`src/rtl/ysyx_25030085_pkg.sv`:
```
// Shared definitions for the load/store unit.
// Contents:
//   lsu_state_e  - LSU control FSM states
//   size_e       - decoded access size
//   Funct3*      - funct3 size/sign encodings
//   f3_size()    - funct3 -> access size; the reserved codes 011/110/111 decode as word
package ysyx_25030085_pkg;

    typedef enum logic [1:0] {
        StIdle,
        StReq,
        StWait,
        StDone
    } lsu_state_e;

    typedef enum logic [1:0] {
        SizeByte,
        SizeHalf,
        SizeWord
    } size_e;

    localparam logic [2:0] Funct3B  = 3'b000;
    localparam logic [2:0] Funct3H  = 3'b001;
    localparam logic [2:0] Funct3W  = 3'b010;
    localparam logic [2:0] Funct3BU = 3'b100;
    localparam logic [2:0] Funct3HU = 3'b101;

    // Bit 2 only selects zero-extension, so the low two bits alone fix the size.
    function automatic size_e f3_size(input logic [2:0] f3);
        if (f3[1:0] == Funct3B[1:0]) begin
            return SizeByte;
        end else if (f3[1:0] == Funct3H[1:0]) begin
            return SizeHalf;
        end
        return SizeWord;
    endfunction

endpackage

```
`src/rtl/ysyx_25030085_lsu_align.sv`:
```
// Byte-lane logic for the LSU (purely combinational).
// Ports:
//   addr_lo    in  2   low address bits (byte offset within the word)
//   funct3     in  3   access size/sign
//   store_data in  32  unshifted store value
//   rdata      in  32  read data word from the bus
//   misalign   out 1   access crosses its natural alignment
//   wmask      out 4   byte-lane enables for a store
//   wdata      out 32  store value shifted onto its lanes
//   load_data  out 32  extracted and sign/zero-extended load value
module ysyx_25030085_lsu_align
    import ysyx_25030085_pkg::*;
(
    input  logic [1:0]  addr_lo,
    input  logic [2:0]  funct3,
    input  logic [31:0] store_data,
    input  logic [31:0] rdata,
    output logic        misalign,
    output logic [3:0]  wmask,
    output logic [31:0] wdata,
    output logic [31:0] load_data
);

    size_e       size;
    logic [4:0]  shamt;
    logic [31:0] shifted;
    logic        zext;

    always_comb begin
        size    = f3_size(funct3);
        shamt   = {addr_lo, 3'b000};
        wdata   = store_data << shamt;
        shifted = rdata >> shamt;
        zext    = funct3[2];
        unique case (size)
            SizeByte: begin
                misalign  = 1'b0;
                wmask     = 4'b0001 << addr_lo;
                load_data = zext ? {24'b0, shifted[7:0]} : {{24{shifted[7]}}, shifted[7:0]};
            end
            SizeHalf: begin
                misalign  = addr_lo[0];
                wmask     = 4'b0011 << addr_lo;
                load_data = zext ? {16'b0, shifted[15:0]} : {{16{shifted[15]}}, shifted[15:0]};
            end
            default: begin
                misalign  = (addr_lo != 2'b00);
                wmask     = 4'b1111;
                load_data = shifted;
            end
        endcase
    end

endmodule

```
`src/rtl/ysyx_25030085_lsu.sv`:
```
// Load/store unit: accepts one EXU result at a time, issues at most one bus
// request for it, and hands the writeback value to the WBU.
// Ports:
//   clk, rst_n                       clock, asynchronous active-low reset
//   in_valid/in_ready                EXU handshake (ready only when idle)
//   alu_result, store_data           effective address / pass-through value, store value
//   mem_ren, mem_wen, funct3, rd     operation decode and destination register
//   req_valid/req_ready, req_*       bus request (word address, write enable/data/mask)
//   resp_valid, resp_rdata           bus response or write ack, read data
//   out_valid/out_ready, out_*       writeback result, destination, misalign flag
module ysyx_25030085_lsu
    import ysyx_25030085_pkg::*;
(
    input  logic        clk,
    input  logic        rst_n,
    input  logic        in_valid,
    output logic        in_ready,
    input  logic [31:0] alu_result,
    input  logic [31:0] store_data,
    input  logic        mem_ren,
    input  logic        mem_wen,
    input  logic [2:0]  funct3,
    input  logic [4:0]  rd,
    output logic        req_valid,
    input  logic        req_ready,
    output logic [31:0] req_addr,
    output logic        req_wen,
    output logic [31:0] req_wdata,
    output logic [3:0]  req_wmask,
    input  logic        resp_valid,
    input  logic [31:0] resp_rdata,
    output logic        out_valid,
    input  logic        out_ready,
    output logic [31:0] out_data,
    output logic [4:0]  out_rd,
    output logic        out_misalign
);

    lsu_state_e  state;
    logic [1:0]  addr_lo_q;
    logic [2:0]  funct3_q;
    logic        is_load_q;

    logic        is_mem;
    logic        is_store;
    logic [1:0]  align_addr_lo;
    logic [2:0]  align_funct3;
    logic        misalign;
    logic [3:0]  lane_wmask;
    logic [31:0] lane_wdata;
    logic [31:0] load_data;

    assign in_ready = (state == StIdle);
    assign is_mem   = mem_ren | mem_wen;
    // A request with both enables set is a load.
    assign is_store = mem_wen & ~mem_ren;

    // One lane unit serves both phases: in IDLE it sees the incoming request
    // (store lanes, misalign), afterwards the captured offset/size for the load extract.
    assign align_addr_lo = in_ready ? alu_result[1:0] : addr_lo_q;
    assign align_funct3  = in_ready ? funct3 : funct3_q;

    ysyx_25030085_lsu_align u_align (
        .addr_lo    (align_addr_lo),
        .funct3     (align_funct3),
        .store_data (store_data),
        .rdata      (resp_rdata),
        .misalign   (misalign),
        .wmask      (lane_wmask),
        .wdata      (lane_wdata),
        .load_data  (load_data)
    );

    always_ff @(posedge clk or negedge rst_n) begin
        if (!rst_n) begin
            state        <= StIdle;
            addr_lo_q    <= 2'b00;
            funct3_q     <= 3'b000;
            is_load_q    <= 1'b0;
            req_valid    <= 1'b0;
            req_addr     <= 32'h0;
            req_wen      <= 1'b0;
            req_wdata    <= 32'h0;
            req_wmask    <= 4'h0;
            out_valid    <= 1'b0;
            out_data     <= 32'h0;
            out_rd       <= 5'h0;
            out_misalign <= 1'b0;
        end else begin
            case (state)
                StIdle: begin
                    if (in_valid) begin
                        out_rd    <= rd;
                        addr_lo_q <= alu_result[1:0];
                        funct3_q  <= funct3;
                        is_load_q <= mem_ren;
                        if (!is_mem) begin
                            out_valid    <= 1'b1;
                            out_data     <= alu_result;
                            out_misalign <= 1'b0;
                            state        <= StDone;
                        end else if (misalign) begin
                            // Misaligned accesses never reach the bus.
                            out_valid    <= 1'b1;
                            out_data     <= 32'h0;
                            out_misalign <= 1'b1;
                            state        <= StDone;
                        end else begin
                            req_valid <= 1'b1;
                            req_addr  <= {alu_result[31:2], 2'b00};
                            req_wen   <= is_store;
                            req_wmask <= is_store ? lane_wmask : 4'h0;
                            req_wdata <= is_store ? lane_wdata : 32'h0;
                            state     <= StReq;
                        end
                    end
                end
                StReq: begin
                    if (req_ready) begin
                        req_valid <= 1'b0;
                        req_addr  <= 32'h0;
                        req_wen   <= 1'b0;
                        req_wmask <= 4'h0;
                        req_wdata <= 32'h0;
                        state     <= StWait;
                    end
                end
                StWait: begin
                    if (resp_valid) begin
                        out_valid    <= 1'b1;
                        out_data     <= is_load_q ? load_data : 32'h0;
                        out_misalign <= 1'b0;
                        state        <= StDone;
                    end
                end
                StDone: begin
                    if (out_ready) begin
                        out_valid    <= 1'b0;
                        out_data     <= 32'h0;
                        out_rd       <= 5'h0;
                        out_misalign <= 1'b0;
                        state        <= StIdle;
                    end
                end
                default: state <= StIdle;
            endcase
        end
    end

endmodule

```
`config.mk`:
```
export PLATFORM = sky130hd
export DESIGN_NAME = ysyx_25030085_lsu
export DESIGN_NICKNAME = d
export VERILOG_FILES = /design/src/rtl/ysyx_25030085_pkg.sv /design/src/rtl/ysyx_25030085_lsu_align.sv /design/src/rtl/ysyx_25030085_lsu.sv
export SDC_FILE = /design/constraint.sdc
export NUM_CORES = 1
export LEC_CHECK = 0
export CORE_MARGIN = 3
export CORE_UTILIZATION = 33
export CTS_CLUSTER_DIAMETER = 30
export DETAILED_ROUTE_END_ITERATION = 8
export GPL_TIMING_DRIVEN = 0
export PLACE_DENSITY = 0.61
export SLEW_MARGIN = 40
export SYNTH_ARGS = -nofsm -noshare
export SYNTH_HDL_FRONTEND = slang
export SYNTH_HIERARCHICAL = 1
export SYNTH_SLANG_ARGS = --single-unit
```
`constraint.sdc`:
```
create_clock -name clk -period 3.9 [get_ports clk]
set_input_delay 0.78 -clock clk [delete_from_list [all_inputs] [get_ports clk]]
set_output_delay 0.78 -clock clk [all_outputs]
set_load 0.02 [all_outputs]
```
=== Word-level counts from Yosys, hierarchy flattened ===
Cells that the tools add are included.

* Add/subtract/negate cells: 0
* Multipliers: 0
* Divide/modulo/power cells: 0
* Magnitude comparators: 0
* Eq/ne operators: 12
* Shifts and indexed selects: 4
* Mux-type cells: 64
* Bitwise operators: 3
* Reduce and logical (&&, ||, !) cells: 12

{| class="wikitable"
|+ Operator list
! operator !! count
|-
| $mux 32 || 16
|-
| $pmux 32 s2 || 3
|-
| $pmux 32 s3 || 1
|-
| $shl 32x5->32 || 1
|-
| $shr 32x5->32 || 1
|-
| $mux 2 || 10
|-
| $mux 4 || 5
|-
| $mux 1 || 17
|-
| $pmux 4 s2 || 2
|-
| $mux 5 || 2
|-
| $ne 2x2->1 const B || 5
|-
| $pmux 5 s2 || 1
|-
| $reduce_and 5->1 || 2
|-
| $pmux 2 s4 || 1
|-
| $eq 2x1->1 const B || 3
|-
| $logic_not 2->1 || 3
|-
| $pmux 1 s2 || 3
|-
| $pmux 1 s3 || 2
|-
| $reduce_bool 2->1 || 3
|-
| $eq 2x2->1 const B || 2
|-
| $reduce_and 4->1 || 1
|-
| $shl 1x2->4 const A || 1
|-
| $shl 2x2->4 const A || 1
|-
| $mux 3 || 1
|-
| other kinds (8) || 8
|}

* Register bits after elaboration: 117
* Bits in latches: 0
* Bits in writable memories: 0
* Memory bits (read-only): 0
* Bits of input ports: 112
* Memories kept: 0

=== Longest topological paths before layout ===
Gate-level depths: netlist (run 1).

* Depth in word-level cells: 13
* Depth in mapped cells: 15

=== By module ===
The synthesis (run 1) kept the hierarchy.

{| class="wikitable"
|+ Modules (own cells, without submodules)
! module !! times used !! cells each !! area each (sq um) !! sequential area each (sq um)
|-
| ysyx_25030085_lsu || 1 || 475 || 5212.5 || 2877.8
|-
| ysyx_25030085_lsu_align || 1 || 212 || 1470.2 || 0.0
|}

=== Least setup slack after synthesis (run 1) ===
Ideal clock, no wire load.

* Kind: register to register
* Start: reg state[0]
* End: reg out_data[0]
* Setup time: 0.125 ns
* Data arrival time: 3.184 ns
* Path slack: 0.591 ns
* Cell stages (with the launch flop): 15
* Path buffers: 6
* Path through: dfrtp_1 -> inv_1 -> ha_1 -> clkbuf_1 -> mux2_2 -> buf_6 -> buf_2 -> buf_2 -> a21oi_1 -> nor2_1 -> o21ba_2 -> a211o_1 -> buf_6 -> buf_8 -> mux2_4

* Elaborated cells between the ends (all ways): 28

{| class="wikitable"
|+ RTL lines
! what !! RTL line !! source
|-
| from (decl) || ysyx_25030085_lsu.sv:39 || <nowiki>lsu_state_e state;</nowiki>
|-
| from (signal assigned) || ysyx_25030085_lsu.sv:76 || <nowiki>state <= StIdle;</nowiki>
|-
| from (signal assigned) || ysyx_25030085_lsu.sv:101 || <nowiki>state <= StDone;</nowiki>
|-
| from (signal assigned) || ysyx_25030085_lsu.sv:107 || <nowiki>state <= StDone;</nowiki>
|-
| $logic_not 2->1 (*) || ysyx_25030085_lsu.sv:53 || <nowiki>assign in_ready = (state == StIdle);</nowiki>
|-
| net in_ready || ysyx_25030085_lsu.sv:17 || <nowiki>output logic in_ready,</nowiki>
|-
| $mux 2 (*) || ysyx_25030085_lsu.sv:60 || <nowiki>assign align_addr_lo = in_ready ? alu_result[1:0] : addr_lo_q;</nowiki>
|-
| net align_addr_lo[0] || ysyx_25030085_lsu.sv:46 || <nowiki>logic [1:0] align_addr_lo;</nowiki>
|-
| $reduce_bool 2->1 || ysyx_25030085_lsu_align.sv:47 || <nowiki>misalign = (addr_lo != 2'b00);</nowiki>
|-
| $pmux 1 s2 (*) || ysyx_25030085_lsu_align.sv:35 || <nowiki>unique case (size)</nowiki>
|-
| net misalign || ysyx_25030085_lsu.sv:48 || <nowiki>logic misalign;</nowiki>
|-
| $ne 3x2->1 (no source line) (*) || n/a ||
|-
| $reduce_and 5->1 (no source line) (*) || n/a ||
|-
| to (signal assigned) || ysyx_25030085_lsu.sv:99 || <nowiki>out_data <= alu_result;</nowiki>
|-
| to (signal assigned) || ysyx_25030085_lsu.sv:131 || <nowiki>out_data <= is_load_q ? load_data : 32'h0;</nowiki>
|-
| to (decl) || ysyx_25030085_lsu.sv:34 || <nowiki>output logic [31:0] out_data,</nowiki>
|}

The timed path passes the listed nets; every way through them passes the cells marked *. The select of a mux whose other input is x is not followed.
A chain may end at the register's enable or synchronous reset.

=== Worst setup path in the final report (run 1) ===
* Start: reg state[0]
* End: reg req_addr[4]

* Elaborated cells between the ends (all ways): 21

{| class="wikitable"
|+ RTL lines
! what !! RTL line !! source
|-
| $logic_not 2->1 (*) || ysyx_25030085_lsu.sv:53 ||
|-
| $mux 2 (*) || ysyx_25030085_lsu.sv:60 ||
|-
| net align_addr_lo[0] || ysyx_25030085_lsu.sv:46 ||
|-
| $reduce_bool 2->1 || ysyx_25030085_lsu_align.sv:47 ||
|-
| $pmux 1 s2 (*) || ysyx_25030085_lsu_align.sv:35 ||
|-
| net misalign || ysyx_25030085_lsu.sv:48 ||
|-
| $ne 2x2->1 (no source line) (*) || n/a ||
|-
| $reduce_and 5->1 (no source line) (*) || n/a ||
|-
| to (signal assigned) || ysyx_25030085_lsu.sv:110 || <nowiki>req_addr <= {alu_result[31:2], 2'b00};</nowiki>
|-
| to (decl) || ysyx_25030085_lsu.sv:26 || <nowiki>output logic [31:0] req_addr,</nowiki>
|}

The timed path passes the listed nets; every way through them passes the cells marked *.

==> qor.txt, run 1 <==
Status -> completed
Relative slew slack -> 46.7%
DRC -> 0
Synth area leader -> dfrtp_1
Worst VDD drop -> 0.000327 V
CP Capture Type -> flop
Drt first pass iters -> 5
Post-DP Area -> 0.00924 mm²
GRT Overall Usage -> 21.5%
CTS tree -> built
Global-route wire length before repair -> 36200 µm
Worst Path Class, Setup -> reg2reg
Sequential fraction of the synthesis area -> 43.1%
Worst-path cell chain -> inv_1, ha_1, clkbuf_2, mux2_2, buf_6, buf_2, buf_2, a21oi_1, nor2_1, o21ba_2, o211ai_4, buf_12, buf_4, buf_2, nand2_1, o21ai_0
Top_reg_cell synth -> dfrtp_1
WP data required -> 4230 ps
Final Hold Viols -> 0
Die Y -> 148 µm
Vias in the first global route -> 6289
Remaining Overflow, GRT -> 0
Cell family with most CP delay -> buffers and inverters
Combinational power share -> 59.4%
Final Worst Setup Slack -> 289 ps
I/O Pins -> 222
Cell mode on critical path -> buf_2
Pwr per Cell Area -> 926 mW/mm²
Max Cap Viol -> 0
H-tree Lvls -> 4
Final instance area -> 0.00997 mm²
Wire length per cell -> 19.6 µm
Initial Util -> 34.0%
CTS max path bufs -> 2
Part of the power in registers -> 20.8%
Post-detailed-placement half-perimeter wirelength -> 18000 µm
Max FO, Critical Path -> 10
DR vias -> 6022
Synthesized area -> 0.00668 mm²
Initial drt markers -> 363
Clock slew at reported path FFs -> 60 ps
CP startpoint kind -> flop
Initial antenna violation count -> 0
CP bufs+invs -> 8
Slowest cell on crit path -> dfrtp_1
Synth cell count leaders -> nand2_1, dfrtp_1, o21ai_0
Final Skew -> 13.5 ps
Leakage -> 0.00428 µW
Psw -> 3910 µW
IO Port Bufs -> 219
Type of the worst min-delay path -> in2async
Ratio of cells with drive above 1 in the final layout -> 16.5%
Post-DRT Antenna Nets -> 0
DR vias/cell -> 4.99
Max Clk Rate -> 277 MHz
Async SR Flop Fraction -> 100%
Hold Buf Count CTS -> 0
Num rows -> 51
Sw Ratio -> 42.3%
Synth warn -> 6
Final min period -> 3610 ps
DIE AREA -> 0.0220 mm²
Core Region -> 0.0197 mm²
Cts bufs inserted -> 17
Synth Area per Inst -> 9.73 µm²
Final Max Slew Viols -> 0
Largest net degree at the start of global routing -> 64
Final setup viols -> 0
Measured slew at the worst slew-check pin -> 797 ps
Clk pwr share -> 19.8%
WL final -> 23700 µm
Max incr delay on CP -> 400 ps
Yosys reg bits -> 115
Clock sinks -> 115
Post-synth EDFFs -> 0
Setup WS pre-CTS -> -372 ps
Top cells by area, synth -> dfrtp_1, nand2_1, mux2_4
NumNets Final -> 1045
Root buf cell -> clkbuf_16
Yosys top cell area share -> 43.1%
# diodes -> 0
Area growth, synth to finish -> 49.2%
Critical path arrival -> 3940 ps
Final Cycle Share -> 92.6%
Internal Power -> 5330 µW
Final-layout fill cell count -> 1888
Netlist cell types -> 43
Syn Inst Count -> 687
Top-count cell post-synth -> nand2_1
Die width -> 148 µm
Worst-skew pair later-pin latency -> 430 ps
RD Place Congestion -> 0.864
[power by group through the flow]
stage	combinational, µW	sequential [µW]	clock [µW]
floorplan	3000	2390	0
global placement	5410	1930	0
detailed placement	5450	1930	0
CTS	5480	1920	1860
global route	5920	1980	1930
finish	5490	1920	1830
[layout make-up]
| cell class | count | area, µm² | share of cell area [%] |
|---|---|---|---|
| Clock buffer | 20 | 457 | 4.58 |
| Tap cell | 265 | 332 | 3.33 |
| Timing Repair Buffer | 221 | 2240 | 22.5 |
| Buffer | 57 | 310 | 3.11 |
| Multi-Input combinational cell | 505 | 3480 | 34.9 |
| Sequential cell | 115 | 2880 | 28.9 |
| Inverter | 11 | 41.3 | 0.414 |
| Clock inverter | 12 | 228 | 2.28 |
[layer usage]
metal / global-route usage, % / up-vias / share of wire [%]
li1: - / 2878 / -
met1: 28.4 / 2909 / 45
met2: 34.6 / 209 / 46
met3: 6.15 / 26 / 7.1
met4: 6.70 / 0 / 2.0
met5: 0 / - / 0
[worst paths after layout]
kind / startpoint / to / slack [ps] / cells after the start
worst max-delay path: state[0]$_DFFE_PN0P_ / req_addr[4]$_DFFE_PN0P_ / 290 / 16
worst min-delay path: rst_n / req_addr[5]$_DFFE_PN0P_ / 270 / 1
worst max register to register: state[0]$_DFFE_PN0P_ / req_addr[4]$_DFFE_PN0P_ / 290 / 16
worst min register to register: req_addr[9]$_DFFE_PN0P_ / req_addr[9]$_DFFE_PN0P_ / 470 / 2
max in group asynchronous: rst_n / out_data[28]$_DFFE_PN0P_ / 2950 / 2
min in group clk: req_addr[9]$_DFFE_PN0P_ / req_addr[9]$_DFFE_PN0P_ / 470 / 2
[timing repair]
item                       4_1_cts  5_1_grt
pin swaps                        0        1
hold endpoints to repair         0        0
setup endpoints to repair       96       90
buffers inserted                 0        1
gates resized for setup          3        1
[placed cells by master, fill, tap and decap left out, types with 2 or more instances in the layout]
| cell | synthesis | routed |
|---|---|---|
| a21oi_1 | 19 | 19 |
| buf_4 | 4 | 5 |
| clkbuf_8 | 0 | 2 |
| a22o_1 | 32 | 32 |
| conb_1 | 1 | 2 |
| buf_8 | 3 | 4 |
| nand2b_1 | 31 | 31 |
| clkdlybuf4s50_1 | 0 | 218 |
| nor3b_2 | 2 | 2 |
| nand4_1 | 5 | 5 |
| clkinv_4 | 0 | 4 |
| clkbuf_1 | 28 | 28 |
| dfrtp_1 | 115 | 115 |
| and2_1 | 9 | 9 |
| o211ai_2 | 11 | 10 |
| bufinv_16 | 0 | 6 |
| nand2_1 | 137 | 137 |
| o211ai_1 | 6 | 6 |
| mux2i_1 | 32 | 32 |
| nor2b_1 | 11 | 11 |
| o21ai_0 | 90 | 90 |
| nor2_1 | 18 | 17 |
| or2_2 | 8 | 8 |
| ha_1 | 5 | 5 |
| inv_1 | 10 | 10 |
| clkbuf_16 | 0 | 17 |
| a211oi_1 | 8 | 8 |
| mux2_2 | 25 | 25 |
| buf_6 | 3 | 3 |
| a21oi_2 | 8 | 8 |
| buf_2 | 17 | 16 |
| buf_1 | 2 | 2 |
| mux2_4 | 32 | 32 |
[state kept, by name, indices dropped and copies added (netlist names), 2 cells and up]
name       flops
req_addr      30
state          2
funct3_q       3
out_rd         5
addr_lo_q      2
out_data      32
req_wdata     32
req_wmask      4
[logic make-up (layout without fill, tap and decap cells)]
family | count (synthesis) | in the layout | synth area share, %
DFF | 115 | 115 | 43.1
and+or+nand+nor | 227 | 227 | 15.8
AOI/OAI and AO/OA | 181 | 181 | 18.6
adders and majority gates | 5 | 5 | 0.936
buffers and inverters | 68 | 321 | 5.20
other | 1 | 2 | 0.0561
muxes | 90 | 90 | 16.4
[stage by stage]
| stage | setup TNS (ps) | hold slack, ps | power, µW | util (%) | instances |
|---|---|---|---|---|---|
| final | 0 | 272 | 9240 | 50.7 | 1206 |
| after global routing | -6.10 | 279 | 9820 | 50.7 | 1206 |
| after CTS | 0 | 278 | 9270 | 50.6 | 1205 |
| after detailed placement | -17560 | 470 | 7380 | 47.0 | 1173 |
| after global placement | -322380 | 462 | 7340 | 46.9 | 1172 |
| after floorplan | 0 | 471 | 5390 | - | 688 |
[worst register-to-register path: cells and delay by family (launching register included)]
| family | cells | cell delay (ps) |
|---|---|---|
| flip-flops | 1 | 400 |
| AO/OA/AOI/OAI | 4 | 580 |
| multiplexers | 1 | 210 |
| AND/OR/NAND/NOR | 2 | 200 |
| adder cells (fa/ha/maj) | 1 | 280 |
| buffers and inverters | 8 | 1870 |
Note: power is estimated with default switching activity, not from simulation.
==> run 2, diff against run 1 <==
--- a/config.mk
+++ b/config.mk
@@ -6,13 +6,12 @@
 export NUM_CORES = 1
 export LEC_CHECK = 0
 export CORE_MARGIN = 3
-export CORE_UTILIZATION = 33
+export CORE_UTILIZATION = 45
 export CTS_CLUSTER_DIAMETER = 30
 export DETAILED_ROUTE_END_ITERATION = 8
 export GPL_TIMING_DRIVEN = 0
-export PLACE_DENSITY = 0.61
+export PLACE_DENSITY = 0.81
 export SLEW_MARGIN = 40
 export SYNTH_ARGS = -nofsm -noshare
 export SYNTH_HDL_FRONTEND = slang
-export SYNTH_HIERARCHICAL = 1
 export SYNTH_SLANG_ARGS = --single-unit
==> constraint.sdc (replaced) <==
create_clock -name clk -period 3.95 [get_ports clk]
set_input_delay 0.79 -clock clk [delete_from_list [all_inputs] [get_ports clk]]
set_output_delay 0.79 -clock clk [all_outputs]
set_load 0.02 [all_outputs]
==> run 2 against run 1 <==
Against the previous run: utilization increased by 20 points; synthesized cell count decreased by 6.8%; clock-buffer cell count increased by 2; clock power fell by 8%.
==> qor.txt, run 2 <==
Status -> completed
Post-synthesis xor/xnor area fraction -> 0.294%
Post-synthesis mux area share -> 6.44%
Internal Power -> 4770 µW
Final Cycle Share -> 73.9%
Final Max Slew Viols -> 0
Cts bufs inserted -> 17
Hold Buf Count CTS -> 0
H-tree Lvls -> 4
Clock slew at reported path FFs -> 50 ps
Top_reg_cell synth -> dfrtp_1
Num rows -> 41
Synth Area per Inst -> 9.32 µm²
Synth Area in Compound Gates -> 21.0%
Hold_ws -> 305 ps
WP data required -> 4270 ps
Final Worst Setup Slack -> 1030 ps
RR Endpoint -> req_wdata[4]$_DFFE_PN0P_
Pwr per Cell Area -> 940 mW/mm²
RD Place Congestion -> 0.921
Vias in the first global route -> 6446
Sw Ratio -> 44.0%
Max Clk Rate -> 343 MHz
Largest regs -> out_data x32, req_wdata x32, req_addr x30
Post-DRT Antenna Nets -> 0
RR Startpoint -> state[0]$_DFFE_PN0P_
Top-count cell post-synth -> nand2_1
CTS tree -> built
Final Hold Viols -> 0
Sequential fraction of the synthesis area -> 48.2%
R2r setup slk -> 1090 ps
Die width -> 121 µm
Initial drt markers -> 673
Critical path arrival -> 3240 ps
Post-synth EDFFs -> 0
Clock sinks -> 115
Combinational power share -> 56.3%
Max FO, Critical Path -> 10
Post-detailed-placement half-perimeter wirelength -> 17300 µm
Commonest cells after routing, fill and taps aside -> clkdlybuf4s50_1, nand2_1, dfrtp_1, nand3_1, o21ai_0
Type of the worst min-delay path -> in2async
RSZ-0062 raised after global routing -> no
Largest net degree at the start of global routing -> 61
Core Region -> 0.0128 mm²
Synth cell count leaders -> nand2_1, dfrtp_1, nand3_1
Worst Path Class, Setup -> in2reg
CP startpoint kind -> input pin
Post-DP Area -> 0.00842 mm²
NumNets Final -> 996
Measured slew at the worst slew-check pin -> 772 ps
Synth warn -> 0
Clk pwr share -> 19.7%
Max Cap Viol -> 0
GR met3 Demand/Resource -> 9.00%
Async SR Flop Fraction -> 100%
Reg2reg path depth -> 10
CTS max path bufs -> 2
Final min period -> 2920 ps
GRT Overall Usage -> 31.3%
Leakage -> 0.00385 µW
Synthesized area -> 0.00597 mm²
Global-route wire length before repair -> 35400 µm
DRC -> 0
WL final -> 23100 µm
DR vias/cell -> 5.99
Part of the power in registers -> 24.0%
Fin cells -> 1065
Worst-skew pair later-pin latency -> 410 ps
Top cells by area, synth -> dfrtp_1, nand2_1, a22o_1
Die Y -> 121 µm
Yosys top cell area share -> 48.2%
Post-Synth Simple-Gate Area -> 18.2%
DR vias -> 6380
Worst VDD drop -> 0.000631 V
GRT busiest layer -> met2
Remaining Overflow, GRT -> 0
Area growth, synth to finish -> 51.9%
Psw -> 3750 µW
CTS resizes -> 0
Initial antenna violation count -> 0
Setup bufs post-CTS -> 0
Relative slew slack -> 48.4%
I/O Pins -> 222
IO Port Bufs -> 219
Setup WS pre-CTS -> 506 ps
DIE AREA -> 0.0147 mm²
Ratio of cells with drive above 1 in the final layout -> 8.40%
Initial Util -> 46.7%
# diodes -> 0
Grt met2 use -> 50.1%
Netlist cell types -> 53
Synth area leader -> dfrtp_1
CP Capture Type -> flop
Pwr Total -> 8520 µW
Yosys reg bits -> 115
Root buf cell -> clkbuf_16
Placed insts -> 1033
Commonest non-fill, non-tap cell in the layout -> clkdlybuf4s50_1
Final instance area -> 0.00906 mm²
Final setup viols -> 0
Largest family of logic cells by synthesized area -> compound AO/OA/AOI/OAI gates
Final Skew -> 8.81 ps
Syn Inst Count -> 640
Wire length per cell -> 21.7 µm
GRT met1 Usage -> 40.7%
Area share of fa/ha/maj cells after synthesis -> 0.839%
Drt first pass iters -> 5
run 2: changes by cell type in the layout (fill, tap and decap cells not counted), moves of 9 or more:
cell       delta
o21ai_0      -51
nand3_1      +43
mux2_4       -32
nand2b_1     -28
mux2_2       -16
nor2_1       +16
o31ai_1      +15
a221oi_1      +9
o211ai_2      -9
o2bb2ai_1     +9
run 2: cells by family after synthesis:
group | Yosys count
XOR/XNOR | 2
flip-flops | 115
adder cells (fa/ha/maj) | 4
multiplexers | 36
buffers and inverters | 62
AO/OA/AOI/OAI | 172
other | 1
AND/OR/NAND/NOR | 248
run 2: stage by stage:
stage	TNS, ps	util, %
after global placement	-256850	65.6
final	0	70.9
after floorplan	0	-
after global routing	0	70.9
after CTS	0	70.8
after detailed placement	0	65.9
run 2: cell type report:
type,count,area [µm²]
Clock inverter,10,180
Clock buffer,22,454
Inverter,10,37.5
Multi-Input combinational cell,464,2820
Sequential cell,115,2880
Timing Repair Buffer,220,2220
Fill cell,928,3710
Tap cell,172,215
Buffer,52,255
run 2: routing by layer:
| layer | routed length, µm | vias to the layer above |
|---|---|---|
| li1 | - | 2807 |
| met1 | 9070 | 3090 |
| met2 | 10800 | 417 |
| met3 | 2380 | 66 |
| met4 | 806 | 0 |
| met5 | 0 | - |
run 2: how the worst max path moves through the flow:
| stage | cells after the start | endpoint | slack (ps) | from |
|---|---|---|---|---|
| 6_report | 7 | req_wdata[4]$_DFFE_PN0P_ | 1030 | alu_result[0] |
| 5_1_grt | 10 | req_wdata[7]$_DFFE_PN0P_ | 910 | state[0]$_DFFE_PN0P_ |
| 4_1_cts | 6 | req_addr[6]$_DFFE_PN0P_ | 930 | alu_result[0] |
| 3_5_place_dp | 6 | req_addr[6]$_DFFE_PN0P_ | 510 | alu_result[0] |
| 3_3_place_gp | 1 | out_rd[2]$_DFFE_PN0P_ | -2240 | rst_n |
| 2_1_floorplan | 11 | req_wdata[17]$_DFFE_PN0P_ | 1530 | state[0]$_DFFE_PN0P_ |
run 2: worst max-delay path, stage by stage:
cell             delay, ps
clkdlybuf4s50_1        590
mux2_2                 390
buf_2                  220
clkbuf_1               290
nor2_1                 640
nand2_1                120
o21ai_0                180
run 2: power by group through the flow:
stage                     Combinational (µW)  Sequential, µW  Clock, µW
final                                   4790            2050       1680
after global routing                    5110            2100       1740
after CTS                               4750            2040       1680
after detailed placement                4710            2040          0
after global placement                  4600            2030          0
after floorplan                         2260            2540          0
==> run 3, diff against run 2 <==
==> constraint.sdc (replaced) <==
create_clock -name clk -period 2.79 [get_ports clk]
set_input_delay 0.558 -clock clk [delete_from_list [all_inputs] [get_ports clk]]
set_output_delay 0.558 -clock clk [all_outputs]
set_load 0.02 [all_outputs]
==> run 3 against run 2 <==
Against the previous run: cell count unchanged; power grew 42%; register-to-register slack worse by 980 ps; via count is 0.30% lower; non-clock buffer count unchanged; sequential cell count did not move; largest cell class unchanged.
==> qor.txt, run 3 (synthesized netlist as in run 2, its figures left out) <==
Max Cap Viol -> 0
Top routing layer in use -> met4
Worst Path Class, Setup -> reg2reg
Type of the worst min-delay path -> in2async
M1 WL -> 8890 µm
Fin cells -> 1065
Final Cycle Share -> 96.0%
Worst VDD drop -> 0.000893 V
Commonest cells after routing, fill and taps aside -> clkdlybuf4s50_1, nand2_1, dfrtp_1, nand3_1, o21ai_0
Largest regs -> out_data x32, req_wdata x32, req_addr x30
Leakage -> 0.00386 µW
Pwr per Cell Area -> 1330 mW/mm²
Relative slew slack -> 49.1%
Final Max Slew Viols -> 0
Worst-path cell chain -> inv_1, ha_1, buf_4, mux2i_4, o211ai_2, nor3_2, clkbuf_1, a22o_1
Final Skew -> 9.16 ps
Worst-skew pair later-pin latency -> 420 ps
Global-route wire length before repair -> 35300 µm
Max incr delay on CP -> 570 ps
Clock sinks -> 115
Initial drt markers -> 691
RSZ-0062 raised after global routing -> no
Wire length per cell -> 21.7 µm
Max FO, Critical Path -> 10
Final Hold Viols -> 0
Psw -> 5340 µW
CP Capture Type -> flop
Ratio of cells with drive above 1 in the final layout -> 9.18%
Final setup viols -> 0
Initial antenna violation count -> 0
Setup bufs post-CTS -> 0
Largest net degree at the start of global routing -> 61
CP startpoint kind -> flop
Clk pwr share -> 19.6%
Hold Buf Count CTS -> 0
Post-DRT Antenna Nets -> 0
Max Clk Rate -> 374 MHz
Measured slew at the worst slew-check pin -> 761 ps
I/O Pins -> 222
Die width -> 121 µm
Core Region -> 0.0128 mm²
CTS max path bufs -> 2
Post-DP Area -> 0.00842 mm²
Sw Ratio -> 44.1%
Initial Util -> 46.7%
Drt first pass iters -> 6
Met3 wire length -> 2590 µm
DR vias -> 6361
WL final -> 23100 µm
Clock slew at reported path FFs -> 50 ps
Root buf cell -> clkbuf_16
DRC -> 0
Internal Power -> 6770 µW
RD Place Congestion -> 0.921
GRT Overall Usage -> 31.3%
Die Y -> 121 µm
Slowest cell on crit path -> clkbuf_1
CTS resizes -> 2
Commonest non-fill, non-tap cell in the layout -> clkdlybuf4s50_1
Post-detailed-placement half-perimeter wirelength -> 17300 µm
IO Port Bufs -> 219
Combinational power share -> 56.5%
Final min period -> 2680 ps
DIE AREA -> 0.0147 mm²
Critical path arrival -> 3020 ps
Part of the power in registers -> 23.9%
Cts bufs inserted -> 17
# diodes -> 0
DR WL met2 -> 10800 µm
Remaining Overflow, GRT -> 0
Status -> completed
H-tree Lvls -> 4
CTS tree -> built
Vias in the first global route -> 6451
Final Util -> 71.1%
NumNets Final -> 996
Final instance area -> 0.00908 mm²
Num rows -> 41
DR vias/cell -> 5.97
WP data required -> 3130 ps
Placed insts -> 1033
Area growth, synth to finish -> 52.3%
==> run 3: cell counts in the layout (fill, tap and decap cells not counted) <==
No cell type changed its count.
==> run 3: final timing paths <==
| path | start | endpoint | slack [ps] | cells past startpoint |
|---|---|---|---|---|
| max | state[0]$_DFFE_PN0P_ | req_addr[6]$_DFFE_PN0P_ | 110 | 8 |
| min | rst_n | req_addr[26]$_DFFE_PN0P_ | 70 | 1 |
| max reg2reg | state[0]$_DFFE_PN0P_ | req_addr[6]$_DFFE_PN0P_ | 110 | 8 |
| min reg2reg | req_wdata[3]$_DFFE_PN0P_ | req_wdata[3]$_DFFE_PN0P_ | 480 | 2 |
| max in group asynchronous | rst_n | out_rd[4]$_DFFE_PN0P_ | 2080 | 2 |
| min in group clk | req_wdata[3]$_DFFE_PN0P_ | req_wdata[3]$_DFFE_PN0P_ | 480 | 2 |
==> run 3: metrics by stage <==
stage          TNS (ps)  hold WS, ps  power (µW)  setup slack [ps]
2_1_floorplan         0          262        6800               374
3_3_place_gp    -376990          460        9380             -3170
3_5_place_dp     -18070          473        9560              -422
4_1_cts               0         86.4       12000              64.1
5_1_grt               0         94.4       12700              1.99
6_report              0         70.9       12100               113
==> run 3: final cells by class <==
type	instances	area [µm²]
tap	172	215
fill	924	3690
buffer	52	259
clock buffer	22	454
inverter	10	37.5
clock inverter	10	180
timing repair buffer	220	2220
sequential	115	2880
multi-input combinational	464	2840
==> run 3: metal layers <==
metal  vias up  GRT usage (%)
li1       2801              -
met1      3086           40.1
met2       407           50.2
met3        67           9.56
met4         0           12.0
met5         -              0
==> run 3: critical path, delay by kind of cell, from the launching register on <==
kind                       cells  cell delay (ps)
muxes                          1              310
DFF                            1              400
and+or+nand+nor                1              480
AOI/OAI and AO/OA              2              410
buffers and inverters          3              840
adders and majority gates      1              180
==> run 3: power by group through the flow <==
| stage | clock network (µW) | registers (µW) | logic, µW |
|---|---|---|---|
| 2_1_floorplan | 0 | 3590 | 3200 |
| 3_3_place_gp | 0 | 2870 | 6510 |
| 3_5_place_dp | 0 | 2890 | 6670 |
| 4_1_cts | 2380 | 2890 | 6730 |
| 5_1_grt | 2460 | 2970 | 7290 |
| 6_report | 2380 | 2900 | 6840 |
